[config.mk]
export PLATFORM = sky130hd
export DESIGN_NAME = routing_config_loader
export DESIGN_NICKNAME = d
export VERILOG_FILES = /design/src/rtl/fabric_pkg.sv /design/src/rtl/select_range_check.sv /design/src/rtl/routing_config_loader.sv
export SDC_FILE = /design/constraint.sdc
export NUM_CORES = 1
export LEC_CHECK = 0
export ABC_AREA = 1
export BUFFER_PORTS_ARGS = -buffer_cell sky130_fd_sc_hd__buf_2
export CAP_MARGIN = 20
export CELL_PAD_IN_SITES_DETAIL_PLACEMENT = 0
export CELL_PAD_IN_SITES_GLOBAL_PLACEMENT = 1
export CORE_ASPECT_RATIO = 1.25
export CORE_MARGIN = 2
export CORE_UTILIZATION = 40
export DETAILED_ROUTE_END_ITERATION = 6
export PLACE_DENSITY_LB_ADDON = 0.25
export SLEW_MARGIN = 10
export SYNTH_ARGS = -nofsm -noshare
export SYNTH_HDL_FRONTEND = slang
export SYNTH_SLANG_ARGS = --single-unit
[constraint.sdc]
create_clock -name clk -period 1.5 [get_ports clk]
set_clock_uncertainty 0.15 [all_clocks]
set_input_delay 0.225 -clock clk [delete_from_list [all_inputs] [get_ports clk]]
set_output_delay 0.225 -clock clk [all_outputs]
set_load 0.03 [all_outputs]
[src/rtl/fabric_pkg.sv]
// rtl/fabric_pkg.sv - shared routing-fabric types and default select geometry
//
// Contents:
//   cfg_state_e              configuration loader FSM encoding (IDLE/LOAD/CHECK)
//   DEFAULT_NUM_INPUTS       legal inputs per routing block
//   DEFAULT_NUM_INPUTS_LOG_2 select field width; one bit wider than needed so
//                            out-of-range selects can be expressed and rejected
package fabric_pkg;

    typedef enum logic [1:0] {
        IDLE  = 2'd0,
        LOAD  = 2'd1,
        CHECK = 2'd2
    } cfg_state_e;

    localparam int DEFAULT_NUM_INPUTS       = 8;
    localparam int DEFAULT_NUM_INPUTS_LOG_2 = 4;

endpackage

[src/rtl/select_range_check.sv]
// rtl/select_range_check.sv - combinational legality check of one select value
//
// Parameters:
//   NUM_INPUTS        number of legal inputs; legal selects are 0..NUM_INPUTS-1
//   NUM_INPUTS_LOG_2  select field width
// Ports:
//   data      in   select value under test
//   in_range  out  1 when data < NUM_INPUTS
module select_range_check #(
    parameter int NUM_INPUTS       = 8,
    parameter int NUM_INPUTS_LOG_2 = 4
) (
    input  logic [NUM_INPUTS_LOG_2-1:0] data,
    output logic                        in_range
);

    // One extra bit so NUM_INPUTS == 2**width still compares correctly.
    localparam logic [NUM_INPUTS_LOG_2:0] LIMIT = (NUM_INPUTS_LOG_2 + 1)'(NUM_INPUTS);

    assign in_range = ({1'b0, data} < LIMIT);

endmodule

[src/rtl/routing_config_loader.sv]
// rtl/routing_config_loader.sv - framed, range-checked, double-buffered select loader
//
// Parameters:
//   NUM_BLOCKS        routing blocks driven, one select field each
//   NUM_INPUTS        legal inputs per routing block
//   NUM_INPUTS_LOG_2  select field width (SW)
// Ports:
//   clk           in   clock, rising edge
//   reset         in   synchronous, active-high
//   cfgStart      in   begin (or restart) a frame
//   cfgValid      in   cfgData beat valid
//   cfgData       in   select value for the next block in order
//   cfgReady      out  loader accepts a beat this cycle
//   selectOut     out  active selects, block k at [k*SW +: SW]
//   routeInvalid  in   configInvalid from each routing block
//   cfgDone       out  one-cycle pulse on a successful commit
//   cfgError      out  last frame rejected; sticky until next cfgStart
//   cfgFault      out  a routing block reported invalid since last commit
module routing_config_loader
    import fabric_pkg::*;
#(
    parameter int NUM_BLOCKS       = 4,
    parameter int NUM_INPUTS       = DEFAULT_NUM_INPUTS,
    parameter int NUM_INPUTS_LOG_2 = DEFAULT_NUM_INPUTS_LOG_2
) (
    input  logic                                   clk,
    input  logic                                   reset,
    input  logic                                   cfgStart,
    input  logic                                   cfgValid,
    input  logic [NUM_INPUTS_LOG_2-1:0]            cfgData,
    output logic                                   cfgReady,
    output logic [NUM_BLOCKS*NUM_INPUTS_LOG_2-1:0] selectOut,
    input  logic [NUM_BLOCKS-1:0]                  routeInvalid,
    output logic                                   cfgDone,
    output logic                                   cfgError,
    output logic                                   cfgFault
);

    localparam int SW = NUM_INPUTS_LOG_2;
    localparam int CW = $clog2(NUM_BLOCKS) + 1;
    localparam int IW = (NUM_BLOCKS > 1) ? $clog2(NUM_BLOCKS) : 1;
    localparam logic [CW-1:0] LAST_BEAT = CW'(NUM_BLOCKS - 1);

    cfg_state_e state_q;
    cfg_state_e state_d;

    logic [CW-1:0]                   cnt_q;
    logic [NUM_BLOCKS-1:0][SW-1:0]   shadow_q;
    logic [NUM_BLOCKS*SW-1:0]        select_q;
    logic                            bad_q;
    logic                            ready_q;
    logic                            done_q;
    logic                            error_q;
    logic                            fault_q;

    logic data_in_range;
    logic beat_accept;
    logic last_beat;

    select_range_check #(
        .NUM_INPUTS       (NUM_INPUTS),
        .NUM_INPUTS_LOG_2 (SW)
    ) u_range_check (
        .data     (cfgData),
        .in_range (data_in_range)
    );

    // ready_q is only ever high in LOAD; a restart pulse drops any beat
    // presented in the same cycle.
    assign beat_accept = cfgValid && ready_q && !cfgStart;
    assign last_beat   = beat_accept && (cnt_q == LAST_BEAT);

    always_comb begin
        state_d = state_q;
        unique case (state_q)
            IDLE:    if (cfgStart) state_d = LOAD;
            LOAD:    if (last_beat) state_d = CHECK;
            CHECK:   state_d = IDLE;
            default: state_d = IDLE;
        endcase
    end

    always_ff @(posedge clk) begin
        if (reset) begin
            state_q  <= IDLE;
            cnt_q    <= '0;
            shadow_q <= '0;
            select_q <= '0;
            bad_q    <= 1'b0;
            ready_q  <= 1'b0;
            done_q   <= 1'b0;
            error_q  <= 1'b0;
            fault_q  <= 1'b0;
        end else begin
            state_q <= state_d;
            ready_q <= (state_d == LOAD);
            done_q  <= 1'b0;

            // Set first so a same-cycle successful commit below overrides it:
            // the fault belongs to the configuration being replaced.
            if (|routeInvalid) fault_q <= 1'b1;

            unique case (state_q)
                IDLE: begin
                    if (cfgStart) begin
                        cnt_q    <= '0;
                        shadow_q <= '0;
                        bad_q    <= 1'b0;
                        error_q  <= 1'b0;
                    end
                end
                LOAD: begin
                    if (cfgStart) begin
                        cnt_q    <= '0;
                        shadow_q <= '0;
                        bad_q    <= 1'b0;
                    end else if (beat_accept) begin
                        shadow_q[cnt_q[IW-1:0]] <= cfgData;
                        cnt_q                   <= cnt_q + CW'(1);
                        if (!data_in_range) bad_q <= 1'b1;
                    end
                end
                CHECK: begin
                    if (!bad_q) begin
                        select_q <= shadow_q;
                        done_q   <= 1'b1;
                        fault_q  <= 1'b0;
                    end else begin
                        error_q  <= 1'b1;
                        shadow_q <= '0;
                    end
                end
                default: ;
            endcase
        end
    end

    assign cfgReady  = ready_q;
    assign selectOut = select_q;
    assign cfgDone   = done_q;
    assign cfgError  = error_q;
    assign cfgFault  = fault_q;

endmodule

==> results of run 1 <==
-- layout by cell type, fill, tap and decap left out, types with 2 or more instances in the layout --
| master | n |
|---|---|
| buf_4 | 10 |
| nand3_1 | 37 |
| nand2_2 | 3 |
| nand3_2 | 7 |
| ha_1 | 5 |
| inv_1 | 12 |
| a21oi_1 | 24 |
| nor2_1 | 21 |
| dfxtp_1 | 40 |
| buf_2 | 31 |
| dfxtp_2 | 2 |
| nand4_1 | 16 |
| nor2_4 | 2 |
| nor3_1 | 3 |
| nand2_1 | 55 |
| clkbuf_8 | 5 |
-- worst register-to-register path, cell delays in order (launching register included) --
cell	delay, ns
dfxtp_1	0.36
inv_1	0.09
ha_1	0.20
inv_1	0.07
nand3_2	0.13
nand3_2	0.15
nand2_1	0.06
a21oi_1	0.13
-- area by class of cell --
class | count | area (sq um) | share of cell area
inverter | 15 | 57.6 | 0.0256
sequential | 42 | 843 | 0.375
clock inverter | 2 | 37.5 | 0.0167
multi-input combinational | 176 | 912 | 0.406
tap | 58 | 72.6 | 0.0323
clock buffer | 6 | 72.6 | 0.0323
timing repair buffer | 42 | 250 | 0.111
-- registers in the layout, indices dropped and copies added, names as in the netlist --
signal and flops:
cfgFault 1, cfgReady 1, shadow_q 16, cnt_q 3, state_q 2, cfgDone 1, bad_q 1, cfgError 1
selectOut 16
-- through the flow --
step | hold slack [ns] | std cells | setup slack, ns
finish | 0.0145 | 341 | 0.0993
global route | 0.0328 | 341 | -0.0311
CTS | 0.00673 | 341 | 0.0118
detailed placement | 0.280 | 333 | 0.0337
global placement | 0.281 | 333 | 0.0797
floorplan | 0.218 | 246 | 0.125
-- report_power, final --
part           internal (mW)  leakage, nW  total, mW  switching, mW
sequential              1.13        0.341       1.14        0.00858
clock                  0.496       0.0514      0.882          0.386
combinational         0.0691        0.594      0.199          0.130
-- per-layer routing --
metal | vias up | GRT usage | share of wire
li1 | 899 | - | -
met1 | 765 | 0.203 | 0.48
met2 | 29 | 0.269 | 0.47
met3 | 6 | 0.0294 | 0.039
met4 | 0 | 0.0750 | 0.019
met5 | - | 0 | 0
-- final timing paths --
check	startpoint	endpoint	slack [ns]	depth (start not counted)
max	cnt_q[1]	shadow_q[0]	0.1	7
min	routeInvalid[0]	cfgFault	0.01	3
max reg2reg	cnt_q[1]	shadow_q[0]	0.1	7
min reg2reg	shadow_q[3]	selectOut[3]	0.30	2
-- cells by family (layout without fill, tap and decap cells) --
group,count (synthesis),after routing,synth area share
adders and majority gates,5,5,0.0334
DFF,42,42,0.449
buffers and inverters,28,65,0.0768
and+or+nand+nor,145,145,0.369
AOI/OAI and AO/OA,26,26,0.0721
-- repair_timing --
action / 4_1_cts / 5_1_grt
setup endpoints to repair: 0 / 29
gates resized for setup: 0 / 7
hold buffers: 0 / 0
==> impl_metrics.json, run 1 <==
{
  "grt_setup_unrepaired": "yes",
  "htreeDepth": 2,
  "synth_edf_count": 0,
  "post-synth-top-count-cell": "nand2_1",
  "grt_pass1_wl_mm": 6.70,
  "crit_chain": "inv_1 > ha_1 > inv_1 > nand3_2 > nand3_2 > nand2_1 > a21oi_1",
  "io_pins": 32,
  "synth_commonest_cells": "55 x nand2_1, 42 x dfxtp_1, 40 x nand3_1, 24 x a21oi_1, 21 x nor2_1",
  "finalPower_mw": 2.22,
  "areaGrowthSynthToFinish_pct": 19.8,
  "p_per_area_mw_per_mm2": 987,
  "cp_num_buf_inv": 2,
  "status": "finished clean",
  "final_cell_area_sq_mm": 0.00225,
  "numCtsBuffers": 5,
  "synthCells": 246,
  "ir_drop_mv": 0.518,
  "antenna_found_initial": 0,
  "dp_hpwl_mm": 2.89,
  "drv_slew": 0,
  "seq_area_frac_synth": 0.449,
  "post-route-period-util": 0.934,
  "crit_path_end_kind": "register",
  "initial_utilization": 0.420,
  "synthDistinctLibCells": 20,
  "first_global_vias": 1486,
  "tns_ns": 0,
  "syn_nets": 263,
  "placed_cell_area_sq_mm": 0.00211,
  "crit_family": "flip-flops",
  "start_kind": "register",
  "cpPeakStageDelay_ns": 0.36,
  "yosys_warnings": 0,
  "firstDrtPassIters": 4,
  "layout.nets": 299,
  "grt_use_total": 0.163,
  "synthArstFlopShare": 0,
  "maxSlewHeadroom": 0.790,
  "p_leak_nw": 0.986,
  "synth_area_leaders": "dfxtp_1 45%, nand2_1 11%, nand3_1 11%, a21oi_1 6.4%, nand4_1 5.3%",
  "fillers": 507,
  "drt_wl_total_mm": 3.93,
  "num_rows": 27,
  "place_congestion": 0.795,
  "drt-vias-per-instance": 4.98,
  "worst_pin_slew_ns": 0.314,
  "utilization": 0.504,
  "antenna_left": 0,
  "grt-ovfl-total": 0,
  "clock_sinks": 42,
  "root_buffer": "clkbuf_8",
  "synth.avg_cell_area_sq_um": 7.62,
  "synth.cell_area_sq_mm": 0.00187,
  "drive_above_1_share": 0.233,
  "wl_per_cell_um": 11.5,
  "final.min_clock_period_ns": 1.40,
  "cts_setup_buffers": 0,
  "core_sq_mm": 0.00446,
  "yosys_most_used_dff": "dfxtp_1",
  "route.detailed.drc": 0,
  "worst_ep_arrival_time_ns": 1.48,
  "io_buffers": 31,
  "via_count": 1699,
  "grt_max_degree": 21,
  "cp.required_ns": 1.58,
  "finalSetupViolCount": 0,
  "drv_cap": 0,
  "die_width_um": 65.2,
  "clockBufferDepth": 2,
  "hold_viol": 0,
  "clk_latency_ns": 0.30,
  "antennaDiodeCount": 0,
  "cp_slowest_cell": "dfxtp_1",
  "cts_tree": "yes",
  "worstPathMaxFanout": 5,
  "fp.dieH_um": 80.5,
  "yosys_register_bits": 42,
  "min_path_type": "in -> reg",
  "yosysTopAreaCellShare": 0.449,
  "path_clk_slew_ns": 0.08,
  "first_iter_violations": 46,
  "design.die.area_sq_mm": 0.00525,
  "synth_top_cell_by_area": "dfxtp_1",
  "critical_path_class": "reg -> reg",
  "fmax_ghz": 0.714
}
(Power assumes the default switching activity.)
==> inputs of run 2 (changes only) <==
- HOLD_SLACK_MARGIN: default -> 0.08
- REMOVE_ABC_BUFFERS: default -> 1
==> run 2 against run 1 <==
  * Total power increased by 1.7%
  * Clock power increased by 2%
  * Cell area is 4.1% higher
  * Cell count is 1.8% higher
  * Die area unchanged
  * Global-route usage grew 0.57 points
  * Critical endpoint is now shadow_q[13]
  * Fmax decreased by 1.0%
  * Combinational power rose by 11%
  * Via count is 1.8% higher
  * Wire length increased by 3.8%
  * First-iteration DRC count increased by 30%
  * Largest power group unchanged
==> impl_metrics.json, run 2 (same netlist as run 1, synthesis figures left out) <==
{
  "status": "finished clean",
  "critical_path_class": "in -> reg",
  "cp_num_buf_inv": 3,
  "ir_drop_mv": 0.674,
  "finalSetupViolCount": 0,
  "fmax_ghz": 0.707,
  "clockBufferDepth": 2,
  "worstPathMaxFanout": 20,
  "first_iter_violations": 60,
  "drv_cap": 0,
  "finalHoldWorstSlack_ns": 0.0896,
  "htreeDepth": 2,
  "r2r-start": "cnt_q[0]",
  "firstDrtPassIters": 4,
  "grt_use_total": 0.168,
  "min_path_type": "in -> reg",
  "drt_wl_total_mm": 4.08,
  "maxSlewHeadroom": 0.830,
  "worst_ep_arrival_time_ns": 1.45,
  "crit_chain": "dlygate4sd3_1 > buf_2 > nand3_1 > nand2_2 > buf_12 > nand3_2 > nand2_1 > a21oi_1",
  "place_congestion": 0.830,
  "cpPeakStageDelay_ns": 0.51,
  "cp.required_ns": 1.53,
  "start_kind": "input port",
  "core_sq_mm": 0.00446,
  "final.min_clock_period_ns": 1.42,
  "design.die.area_sq_mm": 0.00525,
  "cts_tree": "yes",
  "r2r_slack_ns": 0.09,
  "numCtsBuffers": 5,
  "drt-vias-per-instance": 4.99,
  "clk_latency_ns": 0.29,
  "num_rows": 27,
  "antenna_left": 0,
  "r2r_cells": 7,
  "layout.nets": 305,
  "root_buffer": "clkbuf_8",
  "cp_slowest_cell": "dlygate4sd3_1",
  "hold_viol": 0,
  "die_width_um": 65.2,
  "grt-ovfl-total": 0,
  "grt_max_degree": 21,
  "grt_pass1_wl_mm": 6.86,
  "layout_commonest_cell": "nand2_1",
  "layout_common_cells": "55 x nand2_1, 40 x dfxtp_1, 37 x nand3_1",
  "io_buffers": 31,
  "io_pins": 32,
  "antenna_found_initial": 0,
  "hold_start": "cfgData[3]",
  "first_global_vias": 1570,
  "whs_path_depth": 3,
  "initial_utilization": 0.420,
  "via_count": 1730,
  "tns_ns": 0,
  "post-route-period-util": 0.944,
  "p_leak_nw": 1.02,
  "path_clk_slew_ns": 0.08,
  "drive_above_1_share": 0.246,
  "dp_hpwl_mm": 2.85,
  "worst_pin_slew_ns": 0.253,
  "r2r-end": "shadow_q[6]",
  "fp.dieH_um": 80.5,
  "route.detailed.drc": 0,
  "crit_path_end_kind": "register",
  "wl_per_cell_um": 11.8,
  "antennaDiodeCount": 0,
  "drv_slew": 0,
  "clock_sinks": 42,
  "finalPower_mw": 2.25,
  "areaGrowthSynthToFinish_pct": 24.7,
  "holdPathEnd": "bad_q",
  "crit_family": "buffers and inverters",
  "p_per_area_mw_per_mm2": 965
}
[run 2: per-stage QoR]
step | util | setup slack, ns | area [sq um] | cells
after floorplan | - | -0.0588 | 1790 | 233
after global placement | 0.473 | 0.0369 | 2110 | 333
after detailed placement | 0.473 | 0.0389 | 2110 | 333
after CTS | 0.510 | 0.0131 | 2270 | 346
after global routing | 0.524 | -0.00891 | 2340 | 347
final | 0.524 | 0.0847 | 2340 | 347
[run 2: report_power, final]
| group | total, mW | switching, mW | leakage [nW] | internal, mW |
|---|---|---|---|---|
| logic | 0.221 | 0.137 | 0.622 | 0.0840 |
| clock network | 0.897 | 0.398 | 0.0585 | 0.499 |
| registers | 1.14 | 0.00879 | 0.341 | 1.13 |
| total | 2.25 | 0.544 | 1.02 | 1.71 |
[run 2: worst max-delay path by stage]
stage,start,end,slack (ns),cells after the start
finish,cfgValid,shadow_q[13],0.08,8
global route,cnt_q[1],shadow_q[6],-0.009,7
CTS,cnt_q[0],shadow_q[11],0.01,7
detailed placement,cnt_q[0],shadow_q[11],0.04,7
global placement,cnt_q[1],shadow_q[5],0.04,7
floorplan,state_q[0],shadow_q[0],-0.06,6
[run 2: timing repair]
item                       CTS  global route
setup endpoints to repair    0            17
buffers inserted             0             1
resized for setup            0            14
hold endpoints to repair     2             0
hold buffers                 5             0
[run 2: layout make-up]
class	instances	area, sq um
tap	58	72.6
inverter	15	57.6
clock inverter	3	43.8
multi-input combinational	176	943
fill	440	2120
clock buffer	5	68.8
timing repair buffer	48	308
sequential	42	843
[run 2: worst reg2reg max path, cell delays in order, from the launching register on]
cell and delay [ns]:
dfxtp_2 0.34, buf_4 0.13, ha_2 0.20, inv_1 0.07
nand3_2 0.15, nand3_4 0.12, nand2_1 0.05, a21oi_1 0.14
[run 2: routing by layer]
layer | GRT usage | wire length (um)
met5 | 0 | 0
met1 | 0.193 | 1930
met4 | 0.0750 | 80
met3 | 0.0280 | 129
met2 | 0.302 | 1940
==> inputs of run 3 (changes only) <==
- MAX_ROUTING_LAYER: default -> met4
==> run 3 against run 2 <==
  * Global-route usage rose by 0.44 points
  * Critical path depth unchanged
  * Register-to-register slack about the same
  * Via count increased by 0.12%
  * Sequential power hardly changed
  * Sequential cell count unchanged
  * Fmax increased by 0.17%
  * Wire length about the same
  * Combinational power is essentially flat
  * Setup slack better by 0.0025 ns
  * Clock power barely moved
  * Non-clock buffer count did not move
  * Critical path type unchanged
  * Largest cell class unchanged
  * Highest routed layer unchanged
==> impl_metrics.json, run 3 (same netlist as run 1, synthesis figures left out) <==
{
  "status": "finished clean",
  "p_leak_nw": 1.02,
  "first_global_vias": 1573,
  "use_met3": 0.0252,
  "holdPathEnd": "bad_q",
  "fin_cells": 347,
  "p_per_area_mw_per_mm2": 965,
  "drt_wl_total_mm": 4.08,
  "drt-vias-per-instance": 4.99,
  "root_buffer": "clkbuf_8",
  "post-route-period-util": 0.942,
  "fp.dieH_um": 80.5,
  "final.min_clock_period_ns": 1.41,
  "grt.met1_usage": 0.195,
  "tns_ns": 0,
  "cts_tree": "yes",
  "ir_drop_mv": 0.673,
  "initial_utilization": 0.420,
  "finalPower_mw": 2.25,
  "r2r-start": "cnt_q[0]",
  "layout.nets": 305,
  "core_sq_mm": 0.00446,
  "whs_path_depth": 3,
  "place_inst": 333,
  "drv_slew": 0,
  "antenna_left": 0,
  "layout_commonest_cell": "nand2_1",
  "r2r_slack_ns": 0.09,
  "grt-ovfl-total": 0,
  "wl_per_cell_um": 11.8,
  "io_pins": 32,
  "drive_above_1_share": 0.246,
  "die_width_um": 65.2,
  "r2r-end": "shadow_q[6]",
  "route.detailed.drc": 0,
  "finalSetupViolCount": 0,
  "io_buffers": 31,
  "worst_pin_slew_ns": 0.254,
  "num_rows": 27,
  "critical_path_class": "in -> reg",
  "via_count": 1732,
  "worst_ep_arrival_time_ns": 1.45,
  "met2_usage": 0.302,
  "min_path_type": "in -> reg",
  "antenna_found_initial": 0,
  "maxSlewHeadroom": 0.829,
  "fillers": 440,
  "drv_cap": 0,
  "clock_sinks": 42,
  "design.die.area_sq_mm": 0.00525,
  "place_congestion": 0.843,
  "crit_path_end_kind": "register",
  "firstDrtPassIters": 4,
  "areaGrowthSynthToFinish_pct": 24.7,
  "start_kind": "input port",
  "path_clk_slew_ns": 0.08,
  "hold_viol": 0,
  "cp.required_ns": 1.53,
  "hold_start": "cfgData[3]",
  "r2r_cells": 7,
  "grt_use_total": 0.173,
  "grt_max_degree": 21,
  "htreeDepth": 2,
  "worstPathMaxFanout": 20,
  "grt_busiest_layer": "met2",
  "layout_common_cells": "55 x nand2_1, 40 x dfxtp_1, 37 x nand3_1",
  "clk_latency_ns": 0.29,
  "clockBufferDepth": 2,
  "fmax_ghz": 0.708,
  "grt_pass1_wl_mm": 6.86,
  "numCtsBuffers": 5,
  "dp_hpwl_mm": 2.85,
  "antennaDiodeCount": 0,
  "first_iter_violations": 64
}
run 3: cell counts in the layout (fill, tap and decap cells not counted):
Identical to the previous run, type by type.
run 3: repair_timing:
item / in CTS / in global routing
resized for setup: 0 / 14
setup buffers: 0 / 1
hold endpoints to repair: 2 / 0
hold buffers: 5 / 0
endpoints found under the setup margin: 0 / 17
run 3: worst max path at each step:
stage	cells past startpoint	from	slack, ns	end
2_1_floorplan	6	state_q[0]	-0.06	shadow_q[0]
3_3_place_gp	7	cnt_q[1]	0.04	shadow_q[5]
3_5_place_dp	7	cnt_q[0]	0.04	shadow_q[11]
4_1_cts	7	cnt_q[0]	0.01	shadow_q[11]
5_1_grt	7	cnt_q[1]	-0.009	shadow_q[6]
6_report	8	cfgValid	0.09	shadow_q[13]
run 3: area by class of cell:
cell class              instances  area [sq um]  share of cell area
clock inverters                 3          43.8              0.0187
flip-flops and latches         42           843               0.361
repair buffers                 48           308               0.132
well taps                      58          72.6              0.0310
multi-input cells             176           943               0.404
clock buffers                   5          68.8              0.0294
inverters                      15          57.6              0.0246
run 3: report_power, final:
group          total (mW)  switching, mW  leakage, nW  internal, mW
clock               0.897          0.398       0.0585         0.499
combinational       0.221          0.137        0.622        0.0840
sequential           1.14        0.00879        0.341          1.13
total                2.25          0.544         1.02          1.71
run 3: per-layer routing:
layer | vias to the layer above | wire, um
met5 | - | 0
met4 | 0 | 80
met3 | 7 | 120
met2 | 35 | 1940
met1 | 775 | 1940
li1 | 915 | -
run 3: through the flow:
step	hold slack (ns)	instance area [sq um]	utilization	setup WS (ns)
global route	0.0924	2340	0.524	-0.00891
finish	0.0895	2340	0.524	0.0872
global placement	0.279	2110	0.473	0.0369
detailed placement	0.286	2110	0.473	0.0389
CTS	0.0892	2270	0.510	0.0131
floorplan	0.144	1790	-	-0.0588
run 3: worst max-delay path, stage by stage:
cell and delay, ns:
dlygate4sd3_1 0.51, buf_2 0.10, nand3_1 0.08, nand2_2 0.10
buf_12 0.16, nand3_2 0.12, nand2_1 0.09, a21oi_1 0.06
